### src/rtl/bounded_updown_counter_if.sv
// rtl/bounded_updown_counter_if.sv - control and status bundle for the bounded up/down counter
interface bounded_updown_counter_if #(
    parameter int WIDTH   = 8,
    parameter int STEP_W  = 4,
    parameter int PRESC_W = 8
);
    logic               en;
    logic               up;
    logic               sat_mode;
    logic [STEP_W-1:0]  step;
    logic [PRESC_W-1:0] presc_div;
    logic [WIDTH-1:0]   lo_bound;
    logic [WIDTH-1:0]   hi_bound;
    logic               load;
    logic [WIDTH-1:0]   load_val;
    logic               clr_flags;
    logic [WIDTH-1:0]   count;
    logic               tick;
    logic               ovf_pulse;
    logic               unf_pulse;
    logic               ovf_sticky;
    logic               at_max;
    logic               at_min;
    logic               cfg_err;

    modport master (
        output en, up, sat_mode, step, presc_div, lo_bound, hi_bound,
               load, load_val, clr_flags,
        input  count, tick, ovf_pulse, unf_pulse, ovf_sticky,
               at_max, at_min, cfg_err
    );

    modport slave (
        input  en, up, sat_mode, step, presc_div, lo_bound, hi_bound,
               load, load_val, clr_flags,
        output count, tick, ovf_pulse, unf_pulse, ovf_sticky,
               at_max, at_min, cfg_err
    );
endinterface

### src/rtl/bounded_updown_counter.sv
// rtl/bounded_updown_counter.sv - bounded up/down counter with step, prescaler and wrap/saturate
module bounded_updown_counter #(
    parameter int               WIDTH   = 8,
    parameter int               STEP_W  = 4,
    parameter int               PRESC_W = 8,
    parameter logic [WIDTH-1:0] RST_VAL = '0
) (
    input  logic                    clk,
    input  logic                    rst,
    bounded_updown_counter_if.slave bus
);
    // Two extra bits so that count - step is never truncated and keeps its sign.
    localparam int DW = WIDTH + 2;

    logic [WIDTH-1:0]   count_q;
    logic [PRESC_W-1:0] pcnt_q;
    logic               tick_q;
    logic               ovf_q;
    logic               unf_q;
    logic               sticky_q;

    logic                 cfg_err;
    logic [WIDTH-1:0]     load_clamped;
    logic                 fire;
    logic                 advance;
    logic [WIDTH:0]       sum;
    logic signed [DW-1:0] diff;
    logic                 ovf_hit;
    logic                 unf_hit;
    logic [WIDTH-1:0]     adv_val;
    logic                 ovf_ev;
    logic                 unf_ev;

    assign cfg_err = bus.lo_bound > bus.hi_bound;
    assign fire    = bus.en && (pcnt_q == bus.presc_div);
    assign advance = !cfg_err && !bus.load && fire;

    // Clamp the load value into the current window and compute the next advanced count.
    always_comb begin
        load_clamped = bus.load_val;
        if (bus.load_val < bus.lo_bound) begin
            load_clamped = bus.lo_bound;
        end else if (bus.load_val > bus.hi_bound) begin
            load_clamped = bus.hi_bound;
        end

        sum     = {1'b0, count_q} + (WIDTH+1)'(bus.step);
        diff    = signed'({2'b00, count_q}) - signed'(DW'(bus.step));
        ovf_hit = sum > {1'b0, bus.hi_bound};
        unf_hit = diff < signed'({2'b00, bus.lo_bound});

        adv_val = count_q;
        if (bus.up) begin
            if (ovf_hit) begin
                adv_val = bus.sat_mode ? bus.hi_bound : bus.lo_bound;
            end else begin
                adv_val = sum[WIDTH-1:0];
            end
        end else begin
            if (unf_hit) begin
                adv_val = bus.sat_mode ? bus.lo_bound : bus.hi_bound;
            end else begin
                adv_val = diff[WIDTH-1:0];
            end
        end

        ovf_ev = advance && bus.up && ovf_hit;
        unf_ev = advance && !bus.up && unf_hit;
    end

    // Count, prescaler and event registers; a bad bound window freezes everything but the flag clear.
    always_ff @(posedge clk) begin
        if (rst) begin
            count_q  <= RST_VAL;
            pcnt_q   <= '0;
            tick_q   <= 1'b0;
            ovf_q    <= 1'b0;
            unf_q    <= 1'b0;
            sticky_q <= 1'b0;
        end else begin
            tick_q   <= advance;
            ovf_q    <= ovf_ev;
            unf_q    <= unf_ev;
            sticky_q <= (sticky_q & ~bus.clr_flags) | ovf_ev | unf_ev;
            if (!cfg_err) begin
                if (bus.load) begin
                    count_q <= load_clamped;
                    pcnt_q  <= '0;
                end else if (fire) begin
                    count_q <= adv_val;
                    pcnt_q  <= '0;
                end else if (bus.en) begin
                    pcnt_q  <= pcnt_q + PRESC_W'(1);
                end
            end
        end
    end

    assign bus.count      = count_q;
    assign bus.tick       = tick_q;
    assign bus.ovf_pulse  = ovf_q;
    assign bus.unf_pulse  = unf_q;
    assign bus.ovf_sticky = sticky_q;
    assign bus.at_max     = count_q == bus.hi_bound;
    assign bus.at_min     = count_q == bus.lo_bound;
    assign bus.cfg_err    = cfg_err;
endmodule
### src/flat_wrapper.sv
// flat-port wrapper written by rule: the top's interface ports become plain ports
module bounded_updown_counter_flat 
#(
    parameter int               WIDTH   = 8,
    parameter int               STEP_W  = 4,
    parameter int               PRESC_W = 8,
    parameter logic [WIDTH-1:0] RST_VAL = '0
)
  (clk, rst, bus_en, bus_up, bus_sat_mode, bus_step, bus_presc_div, bus_lo_bound, bus_hi_bound, bus_load, bus_load_val, bus_clr_flags, bus_count, bus_tick, bus_ovf_pulse, bus_unf_pulse, bus_ovf_sticky, bus_at_max, bus_at_min, bus_cfg_err);
  bounded_updown_counter_if #(.WIDTH(WIDTH), .STEP_W(STEP_W), .PRESC_W(PRESC_W)) bus_i ();
  input  logic clk;
  input  logic rst;
  input wire logic [$bits(bus_i.en)-1:0] bus_en;
  input wire logic [$bits(bus_i.up)-1:0] bus_up;
  input wire logic [$bits(bus_i.sat_mode)-1:0] bus_sat_mode;
  input wire logic [$bits(bus_i.step)-1:0] bus_step;
  input wire logic [$bits(bus_i.presc_div)-1:0] bus_presc_div;
  input wire logic [$bits(bus_i.lo_bound)-1:0] bus_lo_bound;
  input wire logic [$bits(bus_i.hi_bound)-1:0] bus_hi_bound;
  input wire logic [$bits(bus_i.load)-1:0] bus_load;
  input wire logic [$bits(bus_i.load_val)-1:0] bus_load_val;
  input wire logic [$bits(bus_i.clr_flags)-1:0] bus_clr_flags;
  output wire logic [$bits(bus_i.count)-1:0] bus_count;
  output wire logic [$bits(bus_i.tick)-1:0] bus_tick;
  output wire logic [$bits(bus_i.ovf_pulse)-1:0] bus_ovf_pulse;
  output wire logic [$bits(bus_i.unf_pulse)-1:0] bus_unf_pulse;
  output wire logic [$bits(bus_i.ovf_sticky)-1:0] bus_ovf_sticky;
  output wire logic [$bits(bus_i.at_max)-1:0] bus_at_max;
  output wire logic [$bits(bus_i.at_min)-1:0] bus_at_min;
  output wire logic [$bits(bus_i.cfg_err)-1:0] bus_cfg_err;
  assign bus_i.en = bus_en;
  assign bus_i.up = bus_up;
  assign bus_i.sat_mode = bus_sat_mode;
  assign bus_i.step = bus_step;
  assign bus_i.presc_div = bus_presc_div;
  assign bus_i.lo_bound = bus_lo_bound;
  assign bus_i.hi_bound = bus_hi_bound;
  assign bus_i.load = bus_load;
  assign bus_i.load_val = bus_load_val;
  assign bus_i.clr_flags = bus_clr_flags;
  assign bus_count = bus_i.count;
  assign bus_tick = bus_i.tick;
  assign bus_ovf_pulse = bus_i.ovf_pulse;
  assign bus_unf_pulse = bus_i.unf_pulse;
  assign bus_ovf_sticky = bus_i.ovf_sticky;
  assign bus_at_max = bus_i.at_max;
  assign bus_at_min = bus_i.at_min;
  assign bus_cfg_err = bus_i.cfg_err;
  bounded_updown_counter #(.WIDTH(WIDTH), .STEP_W(STEP_W), .PRESC_W(PRESC_W), .RST_VAL(RST_VAL)) u_core (.clk(clk), .rst(rst), .bus(bus_i));
endmodule
### config.mk
export PLATFORM = sky130hd
export DESIGN_NAME = bounded_updown_counter_flat
export DESIGN_NICKNAME = d
export VERILOG_FILES = /design/src/rtl/bounded_updown_counter_if.sv /design/src/rtl/bounded_updown_counter.sv /design/src/flat_wrapper.sv
export SDC_FILE = /design/constraint.sdc
export NUM_CORES = 1
export LEC_CHECK = 0
export ABC_CLOCK_PERIOD_IN_PS = 9300
export CELL_PAD_IN_SITES_DETAIL_PLACEMENT = 1
export CELL_PAD_IN_SITES_GLOBAL_PLACEMENT = 1
export CORE_MARGIN = 3
export CORE_UTILIZATION = 43
export CTS_CLUSTER_DIAMETER = 80
export DETAILED_ROUTE_END_ITERATION = 8
export PLACE_DENSITY = 0.95
export SYNTH_ARGS = -nofsm -noshare
export SYNTH_HDL_FRONTEND = slang
export SYNTH_SLANG_ARGS = --single-unit
### constraint.sdc
create_clock -name clk -period 9.3 [get_ports clk]
set_input_delay 2.79 -clock clk [delete_from_list [all_inputs] [get_ports clk]]
set_output_delay 2.79 -clock clk [all_outputs]
set_load 0.02 [all_outputs]
==> impl_summary.log, run 1 <==
[metrics] share of total power in combinational logic: 59.5%
[metrics] length of the first detailed-routing pass in iterations: 5
[metrics] weighted congestion reported at the end of routability-driven placement: 0.930
[metrics] synthesis-to-layout area growth: 19.7%
[metrics] Overflow after GRT: 0
[metrics] maximum resistive drop on vdd: between 0.00005 and 0.00006 V
[metrics] final max-slew violation count: 0
[metrics] number of distinct library cells after synthesis: 59
[metrics] Cell Area, Synth: 0.00309 mm2
[metrics] switching pwr: just under 200 uW
[metrics] largest net degree at the start of global routing: 26
[metrics] global-route total usage across every layer: 28.1%
[metrics] Seq/Total Area, Yosys: 13.0%
[metrics] launching element type of the critical path: primary input
[metrics] vias in the first global route: 3,510
[metrics] setup slack of the most critical reg-to-reg path: 5.03 ns
[metrics] number of clock sinks: 20
[metrics] number of design-rule violations left by the first detailed-router iteration: around 270
[metrics] worst hold path endpoint: u_core.bus.ovf_sticky
[metrics] Avg Cell Area, Syn: between 8 and 9 um2
[metrics] average via count per standard cell: 6.21
[metrics] Post-Route Setup TNS: 0 ns
[metrics] HPWL after detailed placement: 9.53 mm
[metrics] share of synthesized registers carrying an async set or reset: 0%
[metrics] Critical R2R Capture: u_core.bus.count[0]
[metrics] full die area: 0.00823 mm2
[metrics] Syn Inst Count: 385
[metrics] number of placement rows: 30
[metrics] class of the most critical hold timing path: reg2reg
[metrics] Data required, critical path: approximately 6.5 ns
[metrics] most used cells in the layout excluding fill and tap cells: sky130_fd_sc_hd__clkdlybuf4s50_1, sky130_fd_sc_hd__ha_1, sky130_fd_sc_hd__nor2_1
[metrics] Die Y: 90.7 um
[metrics] Final Cycle Share: 88.3%
[metrics] root buffer selected by CTS: sky130_fd_sc_hd__clkbuf_8
[metrics] run status: finished, final reports clean
[metrics] placeable core region: 0.00687 mm2
[metrics] CP Max Fanout: 5
[metrics] post-synthesis sequential element count: 20
[metrics] number of fillers in the final layout: 853
[metrics] type of the setup path with the least slack: in2out
[metrics] layout cells sized above 1: 4.41%
[metrics] non-filler instance count after layout: 527
[metrics] number of CTS-inserted buffers: 3
[metrics] count of flip-flops with a built-in enable after synthesis: 0
[metrics] FF-to-FF path depth: 12
[metrics] most common flop cell mapped by yosys: sky130_fd_sc_hd__dfxtp_1
[metrics] number of inserted diodes: 0
[metrics] Pint: 237 uW
[metrics] first-pass GRT wire length: 18.6 mm
[metrics] Starting Density: 45.0%
[metrics] remaining antenna violation count: 0
[metrics] Max Fclk: 122 MHz
[metrics] Worst R2R Start: u_core.bus.count[3]
[metrics] worst rel slew slack: 31.1%
[metrics] overall routed net length: 11.5 mm
[metrics] power density over cell area: around 120 mW/mm2
[metrics] count of maximum capacitance violations: 0
[metrics] detail-routed net length per standard cell: 21.9 um
[metrics] Net Sw Frac: ~45%
[metrics] Leakage Power: approximately 1.6 nW
[metrics] die width: 90.7 um
[metrics] worst-case hold slack: 0.470 ns
[metrics] clock-pin slew reported for the worst setup and hold paths after clock tree synthesis: about 0.070 ns
[metrics] clock latency reported for the late side of the worst-skew pair: 0.27 ns
[metrics] Hold Buf Count CTS: 0
[metrics] Max clock buf depth: 2
[metrics] PortBufs: 57
[metrics] clk_skew: around 0.0084 ns
[metrics] number of endpoints with negative hold slack in the final report: 0
[metrics] WHS Path Cells: 2
[metrics] synthesized netlist net count: 477
[metrics] Residual DRC: 0
[metrics] count of synthesis-stage warnings from yosys: 0
[metrics] Post-CTS Setup Repair Bufs: 0
[metrics] clock tree from TritonCTS: done
[metrics] ports placed on the boundary: 58
[metrics] H-tree depth: 1
[metrics] number of vias after detailed routing: 3,271
[metrics] endpoint kind of the worst setup timing path: primary output
[metrics] part of the total power dissipated in the clock network: around 16%
[metrics] register share of total power: 24.4%
[metrics] RSZ-0062 raised after global routing: false
[metrics] Total Nets Final: 524
[metrics] worst endpoint data arrival time: 5.43 ns
[metrics] min-delay src: u_core.bus.ovf_sticky
[metrics] transition time of the tightest slew-check pin: roughly 1.0 ns
[metrics] cell count after placement: 523
[metrics] commonest non-fill, non-tap cell in the layout: sky130_fd_sc_hd__clkdlybuf4s50_1
[metrics] shortest clock period the worst path allows after layout: 8.22 ns
[metrics] setup-violating endpoint count in the final report: 0
[metrics] number of antenna violations at the first check in global routing: 0
[metrics] cts repair resizes: 0
## synth_stat cells, types with 3 or more instances
cell | instances | area (um2)
sky130_fd_sc_hd__ha_1 | 47 | 588
sky130_fd_sc_hd__nor2_1 | 34 | 128
sky130_fd_sc_hd__a21oi_1 | 28 | 140
sky130_fd_sc_hd__xnor2_1 | 27 | 236
sky130_fd_sc_hd__inv_1 | 26 | 97.6
sky130_fd_sc_hd__nand2_1 | 23 | 86.3
sky130_fd_sc_hd__dfxtp_1 | 20 | 400
sky130_fd_sc_hd__mux2i_1 | 20 | 200
sky130_fd_sc_hd__o21ai_0 | 20 | 100
sky130_fd_sc_hd__nand4_1 | 15 | 93.8
sky130_fd_sc_hd__xor2_1 | 11 | 96.3
sky130_fd_sc_hd__a211oi_1 | 8 | 60.1
sky130_fd_sc_hd__nor3_1 | 8 | 40.0
sky130_fd_sc_hd__a221oi_1 | 7 | 61.3
sky130_fd_sc_hd__o211ai_1 | 7 | 52.6
sky130_fd_sc_hd__nand3_1 | 6 | 30.0
sky130_fd_sc_hd__clkbuf_8 | 5 | 68.8
sky130_fd_sc_hd__a22o_1 | 4 | 35.0
sky130_fd_sc_hd__clkbuf_1 | 4 | 15.0
sky130_fd_sc_hd__nor2b_1 | 4 | 25.0
sky130_fd_sc_hd__a22oi_1 | 3 | 22.5
sky130_fd_sc_hd__and2_1 | 3 | 18.8
sky130_fd_sc_hd__and3_1 | 3 | 18.8
sky130_fd_sc_hd__and3_2 | 3 | 22.5
sky130_fd_sc_hd__o21bai_1 | 3 | 22.5
## layout make-up
class / count / area [um2] / share of cell area (%)
inverters: 27 / 101 / 2.74
multi-input cells: 323 / 2450 / 66.3
clock buffers: 4 / 55.1 / 1.49
repair buffers: 57 / 571 / 15.4
well taps: 96 / 120 / 3.25
flip-flops and latches: 20 / 400 / 10.8
## routing by layer
| layer | track usage (%) | part of all wire [%] | vias to the layer above |
|---|---|---|---|
| met1 | 35.8 | 43 | 1606 |
| met2 | 46.9 | 47 | 132 |
| met5 | 0 | 0 | - |
| li1 | - | - | 1501 |
| met4 | 11.4 | 4.2 | 0 |
| met3 | 4.58 | 6.0 | 32 |
## worst max path at each step
| stage | to | cells past startpoint | start |
|---|---|---|---|
| final | bus_cfg_err | 8 | bus_hi_bound[1] |
| after global routing | bus_cfg_err | 8 | bus_hi_bound[1] |
| after CTS | bus_cfg_err | 8 | bus_hi_bound[1] |
| after detailed placement | bus_cfg_err | 8 | bus_hi_bound[1] |
| after global placement | bus_cfg_err | 8 | bus_hi_bound[1] |
| after floorplan | bus_cfg_err | 6 | bus_hi_bound[1] |
## logic make-up after synthesis
| kind of cell | count (synthesis) | share of synthesized area (%) |
|---|---|---|
| buf+inv | 42 | 7.70 |
| flops | 20 | 13.0 |
| simple gates | 109 | 17.3 |
| compound gates | 105 | 23.7 |
| mux | 22 | 7.21 |
| xor+xnor | 38 | 10.8 |
| fa+ha+maj | 49 | 20.3 |
## worst max-delay path: stages
cell and delay (ns):
sky130_fd_sc_hd__clkdlybuf4s50_1 0.56, sky130_fd_sc_hd__inv_1 0.13, sky130_fd_sc_hd__ha_1 0.32, sky130_fd_sc_hd__nor2b_1 0.15
sky130_fd_sc_hd__o211ai_1 0.10, sky130_fd_sc_hd__a211oi_1 0.56, sky130_fd_sc_hd__or2_2 0.22, sky130_fd_sc_hd__clkdlybuf4s50_1 0.59
## power by group through the flow
stage	combinational, mW	sequential, mW	clock, mW
finish	0.256	0.105	0.0692
global route	0.281	0.106	0.0726
CTS	0.253	0.105	0.0685
detailed placement	0.251	0.107	0
global placement	0.244	0.107	0
floorplan	0.175	0.102	0
## metrics by stage
step / power [mW] / setup WS (ns) / util [%] / cell area, um2
2_1_floorplan: 0.277 / 2.59 / - / 3090
3_3_place_gp: 0.350 / 1.24 / 53.0 / 3640
3_5_place_dp: 0.358 / 1.13 / 53.0 / 3640
4_1_cts: 0.426 / 1.13 / 53.8 / 3700
5_1_grt: 0.459 / 0.978 / 53.8 / 3700
6_report: 0.430 / 1.08 / 53.8 / 3700
## flip-flops by register name, summed over array words and instances (netlist names)
name	cells
u_core.bus.ovf_pulse	1
u_core.bus.ovf_sticky	1
u_core.bus.unf_pulse	1
u_core.bus.tick	1
u_core.pcnt_q	8
u_core.bus.count	8
Power figures use the tool's default switching activity.
==> inputs of run 2 (changes only) <==
- CORE_UTILIZATION: 43 -> 52
- DONT_BUFFER_PORTS: default -> 1
- PLACE_DENSITY: 0.95 -> 0.94
==> impl_summary.log, run 2 (synthesis gave the netlist of run 1 again) <==
[metrics] synthesis-to-layout area growth: 0.811%
[metrics] Pint: 237 uW (-0.37%)
[metrics] number of placement rows: 27 (-10%)
[metrics] largest net degree at the start of global routing: 26 (unchanged)
[metrics] share of total power in combinational logic: 52.0% (-7.5 points)
[metrics] switching pwr: 178 uW (-7.4%)
[metrics] class of the most critical hold timing path: reg2reg
[metrics] transition time of the tightest slew-check pin: 0.848 ns (-0.183 ns)
[metrics] Total Nets Final: 467 (-11%)
[metrics] Residual DRC: 0 (unchanged)
[metrics] number of vias after detailed routing: 3,039 (-7.1%)
[metrics] register share of total power: 25.9% (+1.5 points)
[metrics] worst path cell trace: inv_1, ha_1, nor2b_1, o211ai_1, a211oi_1, or2_2
[metrics] average via count per standard cell: 6.81 (+9.8%)
[metrics] run status: finished, final reports clean
[metrics] layout cells sized above 1: 5.08% (+0.67 points)
[metrics] non-filler instance count after layout: 446 (-15%)
[metrics] Data required, critical path: 6.51 ns (about the same)
[metrics] cts repair resizes: 0 (unchanged)
[metrics] clk_skew: 0.0127 ns (+0.00426 ns)
[metrics] placeable core region: 0.00564 mm2 (-18%)
[metrics] Starting Density: 54.7% (+9.8 points)
[metrics] part of the total power dissipated in the clock network: 22.1% (+6.0 points)
[metrics] remaining antenna violation count: 0 (unchanged)
[metrics] Die Y: 83.1 um (-8.5%)
[metrics] root buffer selected by CTS: sky130_fd_sc_hd__clkbuf_8
[metrics] CP max stage delay: 0.57 ns (-0.02 ns)
[metrics] HPWL after detailed placement: 8.83 mm (-7.3%)
[metrics] detail-routed net length per standard cell: 23.4 um (+7.1%)
[metrics] WHS Path Cells: 2 (unchanged)
[metrics] type of the setup path with the least slack: in2out
[metrics] gate family responsible for the most delay along the worst path: compound AO/OA/AOI/OAI gates
[metrics] length of the first detailed-routing pass in iterations: 4 (-1)
[metrics] number of antenna violations at the first check in global routing: 0 (unchanged)
[metrics] shortest clock period the worst path allows after layout: 7.08 ns (-1.13 ns)
[metrics] vias in the first global route: 3,195 (-9.0%)
[metrics] count of buffering cells on the critical path with inverters included: 1 (-2)
[metrics] RSZ-0062 raised after global routing: false
[metrics] global-route total usage across every layer: 30.1% (+2.0 points)
[metrics] overall routed net length: 10.4 mm (-9.3%)
[metrics] number of design-rule violations left by the first detailed-router iteration: 250 (-7.7%)
[metrics] setup slack of the most critical reg-to-reg path: 5.01 ns (-0.02 ns)
[metrics] cell count after placement: 442 (-15%)
[metrics] standard cell with the maximum stage delay on the critical path: sky130_fd_sc_hd__a211oi_1
[metrics] worst hold path endpoint: u_core.pcnt_q[2]
[metrics] power density over cell area: 133 mW/mm2 (+15%)
[metrics] weighted congestion reported at the end of routability-driven placement: 0.979 (+5.3%)
[metrics] setup-violating endpoint count in the final report: 0 (unchanged)
[metrics] FF-to-FF path depth: 13 (+1)
[metrics] clock tree from TritonCTS: done
[metrics] most used cells in the layout excluding fill and tap cells: sky130_fd_sc_hd__ha_1, sky130_fd_sc_hd__nor2_1, sky130_fd_sc_hd__a21oi_1
[metrics] Critical R2R Capture: u_core.bus.count[4]
[metrics] ports placed on the boundary: 58 (unchanged)
[metrics] launching element type of the critical path: primary input
[metrics] final max-slew violation count: 0 (unchanged)
[metrics] count of maximum capacitance violations: 0 (unchanged)
[metrics] number of endpoints with negative hold slack in the final report: 0 (unchanged)
[metrics] maximum resistive drop on vdd: 0.0000932 V (+64%)
[metrics] Max clock buf depth: 2 (unchanged)
[metrics] number of inserted diodes: 0 (unchanged)
[metrics] die width: 83.1 um (-8.5%)
[metrics] Post-CTS Setup Repair Bufs: 0 (unchanged)
[metrics] PortBufs: 0 (-100%)
[metrics] Worst R2R Start: u_core.bus.count[2]
[metrics] min-delay src: u_core.pcnt_q[2]
[metrics] Final WS setup: 2.22 ns (+1.13 ns)
[metrics] worst rel slew slack: 43.4% (+12 points)
[metrics] CP Max Fanout: 5 (unchanged)
[metrics] Leakage Power: 1.37 nW (-13%)
[metrics] H-tree depth: 1 (unchanged)
[metrics] Hold Buf Count CTS: 0 (unchanged)
[metrics] endpoint kind of the worst setup timing path: primary output
[metrics] Net Sw Frac: 43.0% (-1.8 points)
[metrics] worst endpoint data arrival time: 4.29 ns (-1.14 ns)
[metrics] Final Cycle Share: 76.2% (-12 points)
[metrics] Max Fclk: 141 MHz (+16%)
[metrics] number of clock sinks: 20 (unchanged)
[metrics] number of CTS-inserted buffers: 3 (unchanged)
[metrics] clock latency reported for the late side of the worst-skew pair: 0.27 ns (about the same)
[metrics] CP startpoint: bus_hi_bound[1]
[metrics] Post-Route Setup TNS: 0 ns (unchanged)
[metrics] commonest non-fill, non-tap cell in the layout: sky130_fd_sc_hd__ha_1
[metrics] full die area: 0.00690 mm2 (-16%)
[metrics] first-pass GRT wire length: 16.8 mm (-9.4%)
[metrics] worst setup slack after placement: 2.24 ns (+1.12 ns)
[metrics] clock-pin slew reported for the worst setup and hold paths after clock tree synthesis: 0.09 ns (+0.02 ns)
[metrics] Overflow after GRT: 0 (unchanged)
## run 2: cell count changes in the layout (fill, tap and decap cells not counted)
| cell | delta |
|---|---|
| sky130_fd_sc_hd__clkdlybuf4s50_1 | -57 |
| sky130_fd_sc_hd__bufinv_16 | +1 |
| sky130_fd_sc_hd__clkbuf_8 | -1 |
## run 2: power groups by stage
| stage | registers [mW] | logic, mW | clock network [mW] |
|---|---|---|---|
| global route | 0.109 | 0.239 | 0.0951 |
| finish | 0.107 | 0.216 | 0.0919 |
| detailed placement | 0.109 | 0.209 | 0 |
| global placement | 0.109 | 0.197 | 0 |
| floorplan | 0.102 | 0.175 | 0 |
| CTS | 0.107 | 0.212 | 0.0919 |
## run 2: cell type report
cell class	count	area [um2]
tap	72	90.1
sequential	20	400
clock inverter	1	30.0
multi-input combinational	323	2450
fill	691	2530
clock buffer	3	41.3
inverter	27	101
## run 2: worst min-delay path: cells and delay by family (launching register included)
family / cells / cell delay, ns
AOI/OAI and AO/OA: 2 / 0.15
DFF: 1 / 0.37
## run 2: worst max path at each step
| stage | cells past startpoint | end | slack, ns |
|---|---|---|---|
| detailed placement | 6 | bus_cfg_err | 2.24 |
| finish | 6 | bus_cfg_err | 2.22 |
| global route | 6 | bus_cfg_err | 2.08 |
| CTS | 6 | bus_cfg_err | 2.24 |
| floorplan | 6 | bus_cfg_err | 2.59 |
| global placement | 6 | bus_cfg_err | 2.39 |
## run 2: per-layer routing
metal | global-route usage (%) | routed length (um) | part of all wire [%]
met5 | 0 | 0 | 0
met4 | 10.5 | 382 | 3.7
met3 | 5.46 | 678 | 6.5
met2 | 52.3 | 5090 | 49
met1 | 37.0 | 4290 | 41
## run 2: per-stage QoR
| stage | total power [mW] | hold WS (ns) | instance area, um2 | utilization [%] |
|---|---|---|---|---|
| 4_1_cts | 0.412 | 0.550 | 3110 | 55.2 |
| 3_3_place_gp | 0.307 | 0.517 | 3040 | 53.9 |
| 3_5_place_dp | 0.319 | 0.535 | 3040 | 53.9 |
| 6_report | 0.415 | 0.549 | 3110 | 55.2 |
| 2_1_floorplan | 0.277 | 0.496 | 3090 | - |
| 5_1_grt | 0.443 | 0.579 | 3110 | 55.2 |
==> inputs of run 3 (changes only) <==
- ABC_CLOCK_PERIOD_IN_PS: 9300 -> 7400
- CORE_UTILIZATION: 52 -> 48
- PLACE_DENSITY: 0.94 -> 0.88
- clock period: 9.3 -> 7.4 ns (I/O delays scaled with it)
==> impl_summary.log, run 3 (synthesis gave the netlist of run 1 again) <==
[metrics] run status: finished, final reports clean
[metrics] Max clock buf depth: 2 (unchanged)
[metrics] shortest clock period the worst path allows after layout: 5.86 ns
[metrics] number of endpoints with negative hold slack in the final report: 0 (unchanged)
[metrics] placeable core region: 0.00606 mm2 (+7.4%)
[metrics] setup-violating endpoint count in the final report: 0 (unchanged)
[metrics] global-route total usage across every layer: 28.4% (-1.7 points)
[metrics] final standard cell area without fillers: 0.00310 mm2 (-0.40%)
[metrics] average via count per standard cell: 6.68 (-2.0%)
[metrics] number of design-rule violations left by the first detailed-router iteration: 218 (-13%)
[metrics] die width: 86.2 um (+3.8%)
[metrics] number of CTS-inserted buffers: 3 (unchanged)
[metrics] worst rel slew slack: 44.1% (+0.78 points)
[metrics] logic depth of the worst path, buffers included: 6 (unchanged)
[metrics] setup slack of the most critical reg-to-reg path: 3.11 ns (-1.90 ns)
[metrics] number of placement rows: 28 (+3.7%)
[metrics] Post-CTS Setup Repair Bufs: 0 (unchanged)
[metrics] WHS Path Cells: 2 (unchanged)
[metrics] layout cells sized above 1: 5.08% (unchanged)
[metrics] final max-slew violation count: 0 (unchanged)
[metrics] PortBufs: 0 (unchanged)
[metrics] cts repair resizes: 0 (unchanged)
[metrics] Total Nets Final: 467 (unchanged)
[metrics] ports placed on the boundary: 58 (unchanged)
[metrics] length of the first detailed-routing pass in iterations: 6 (+2)
[metrics] cell count after placement: 445 (+0.68%)
[metrics] endpoint kind of the worst setup timing path: primary output
[metrics] RSZ-0062 raised after global routing: false
[metrics] most used cells in the layout excluding fill and tap cells: sky130_fd_sc_hd__ha_1, sky130_fd_sc_hd__nor2_1, sky130_fd_sc_hd__a21oi_1
[metrics] Starting Density: 50.9% (-3.8 points)
[metrics] vias in the first global route: 3,182 (-0.41%)
[metrics] number of inserted diodes: 0 (unchanged)
[metrics] non-filler instance count after layout: 449 (+0.67%)
[metrics] Data required, critical path: 5.18 ns (-1.33 ns)
[metrics] count of maximum capacitance violations: 0 (unchanged)
[metrics] clock latency reported for the late side of the worst-skew pair: 0.27 ns (about the same)
[metrics] CP Capture Point: bus_cfg_err
[metrics] clock-pin slew reported for the worst setup and hold paths after clock tree synthesis: 0.08 ns (about the same)
[metrics] transition time of the tightest slew-check pin: 0.836 ns (-0.0116 ns)
[metrics] CP Max Fanout: 5 (unchanged)
[metrics] power density over cell area: 159 mW/mm2 (+19%)
[metrics] number of vias after detailed routing: 2,999 (-1.3%)
[metrics] root buffer selected by CTS: sky130_fd_sc_hd__clkbuf_8
[metrics] Hold Buf Count CTS: 0 (unchanged)
[metrics] Residual DRC: 0 (unchanged)
[metrics] maximum resistive drop on vdd: 0.000118 V (+26%)
[metrics] class of the most critical hold timing path: reg2reg
[metrics] Worst R2R Start: u_core.bus.count[3]
[metrics] CP startpoint: bus_hi_bound[1]
[metrics] number of fillers in the final layout: 775 (+12%)
[metrics] detail-routed net length per standard cell: 23.1 um (-1.2%)
[metrics] Die Y: 86.2 um (+3.8%)
[metrics] remaining antenna violation count: 0 (unchanged)
[metrics] standard cell with the maximum stage delay on the critical path: sky130_fd_sc_hd__a211oi_1
[metrics] gate family responsible for the most delay along the worst path: compound AO/OA/AOI/OAI gates
[metrics] clk_skew: 0.00186 ns (-0.0108 ns)
[metrics] Post-Route Setup TNS: 0 ns (unchanged)
[metrics] Leakage Power: 1.37 nW (-0.50%)
[metrics] number of clock sinks: 20 (unchanged)
[metrics] HPWL after detailed placement: 8.82 mm (-0.11%)
[metrics] number of antenna violations at the first check in global routing: 0 (unchanged)
[metrics] cell area after placement: 0.00305 mm2 (+0.12%)
[metrics] type of the setup path with the least slack: in2out
[metrics] Final Cycle Share: 79.2%
[metrics] launching element type of the critical path: primary input
[metrics] clock tree from TritonCTS: done
[metrics] largest net degree at the start of global routing: 26 (unchanged)
[metrics] synthesis-to-layout area growth: 0.405%
[metrics] overall routed net length: 10.4 mm (-0.52%)
[metrics] count of buffering cells on the critical path with inverters included: 1 (unchanged)
[metrics] worst path cell trace: inv_1, ha_1, nor2b_1, o211ai_1, a211oi_1, or2_2
[metrics] commonest non-fill, non-tap cell in the layout: sky130_fd_sc_hd__ha_1
[metrics] Max Fclk: 171 MHz
[metrics] full die area: 0.00743 mm2 (+7.7%)
[metrics] weighted congestion reported at the end of routability-driven placement: 0.950 (-3.0%)
[metrics] CP max stage delay: 0.54 ns (-0.03 ns)
[metrics] Critical R2R Capture: u_core.bus.count[0]
[metrics] FF-to-FF path depth: 13 (unchanged)
[metrics] worst endpoint data arrival time: 3.64 ns (-0.65 ns)
[metrics] first-pass GRT wire length: 16.6 mm (-1.4%)
[metrics] H-tree depth: 1 (unchanged)
[metrics] Overflow after GRT: 0 (unchanged)
## run 3: cell count changes in the layout (fill, tap and decap cells not counted), sizes merged
cell,change
clkbuf,+1
bufinv,-1
## run 3: how the worst min path moves through the flow
stage | from | end | slack (ns)
after CTS | u_core.pcnt_q[7] | u_core.pcnt_q[7] | 0.56
after global placement | u_core.pcnt_q[7] | u_core.pcnt_q[7] | 0.51
after detailed placement | u_core.pcnt_q[7] | u_core.pcnt_q[7] | 0.54
after global routing | u_core.pcnt_q[7] | u_core.pcnt_q[7] | 0.61
after floorplan | u_core.pcnt_q[2] | u_core.pcnt_q[2] | 0.50
final | u_core.pcnt_q[7] | u_core.pcnt_q[7] | 0.56
## run 3: per-stage QoR
stage               total power [mW]  hold slack, ns  utilization, %  setup slack [ns]
CTS                            0.488           0.556            51.2              1.53
global route                   0.525           0.608            51.2              1.42
detailed placement             0.401           0.538            50.2              1.52
floorplan                      0.348           0.496               -              1.83
global placement               0.391           0.515            50.2              1.59
finish                         0.493           0.556            51.2              1.54
## run 3: worst register-to-register path, cell delays in order (launching register included)
cell	delay, ns
sky130_fd_sc_hd__dfxtp_1	0.67
sky130_fd_sc_hd__ha_1	0.26
sky130_fd_sc_hd__clkinv_1	0.23
sky130_fd_sc_hd__a211oi_1	0.48
sky130_fd_sc_hd__o31ai_1	0.14
sky130_fd_sc_hd__o21ai_0	0.16
sky130_fd_sc_hd__ha_1	0.31
sky130_fd_sc_hd__a211o_1	0.31
sky130_fd_sc_hd__a21oi_1	0.11
sky130_fd_sc_hd__o21ai_0	0.18
sky130_fd_sc_hd__o21ai_2	0.57
sky130_fd_sc_hd__mux2_2	0.41
sky130_fd_sc_hd__a221oi_1	0.25
sky130_fd_sc_hd__a22o_1	0.16
## run 3: routing by layer
layer	vias up	share of wire [%]	global-route usage (%)
li1	1393	-	-
met1	1433	42	37.7
met2	145	46	46.8
met3	28	8.7	5.32
met4	0	2.7	8.50
met5	-	0	0
## run 3: final cells by class
class                           instances  area [um2]  area share, %
Multi-Input combinational cell        323        2450           79.0
Sequential cell                        20         400           12.9
Inverter                               27         101           3.27
Clock buffer                            4        55.1           1.78
Tap cell                               75        93.8           3.03
## run 3: power breakdown
| group | internal [mW] | leakage [nW] | switching (mW) |
|---|---|---|---|
| registers | 0.113 | 0.163 | 0.0239 |
| logic | 0.111 | 1.18 | 0.156 |
| clock network | 0.0476 | 0.0288 | 0.0415 |
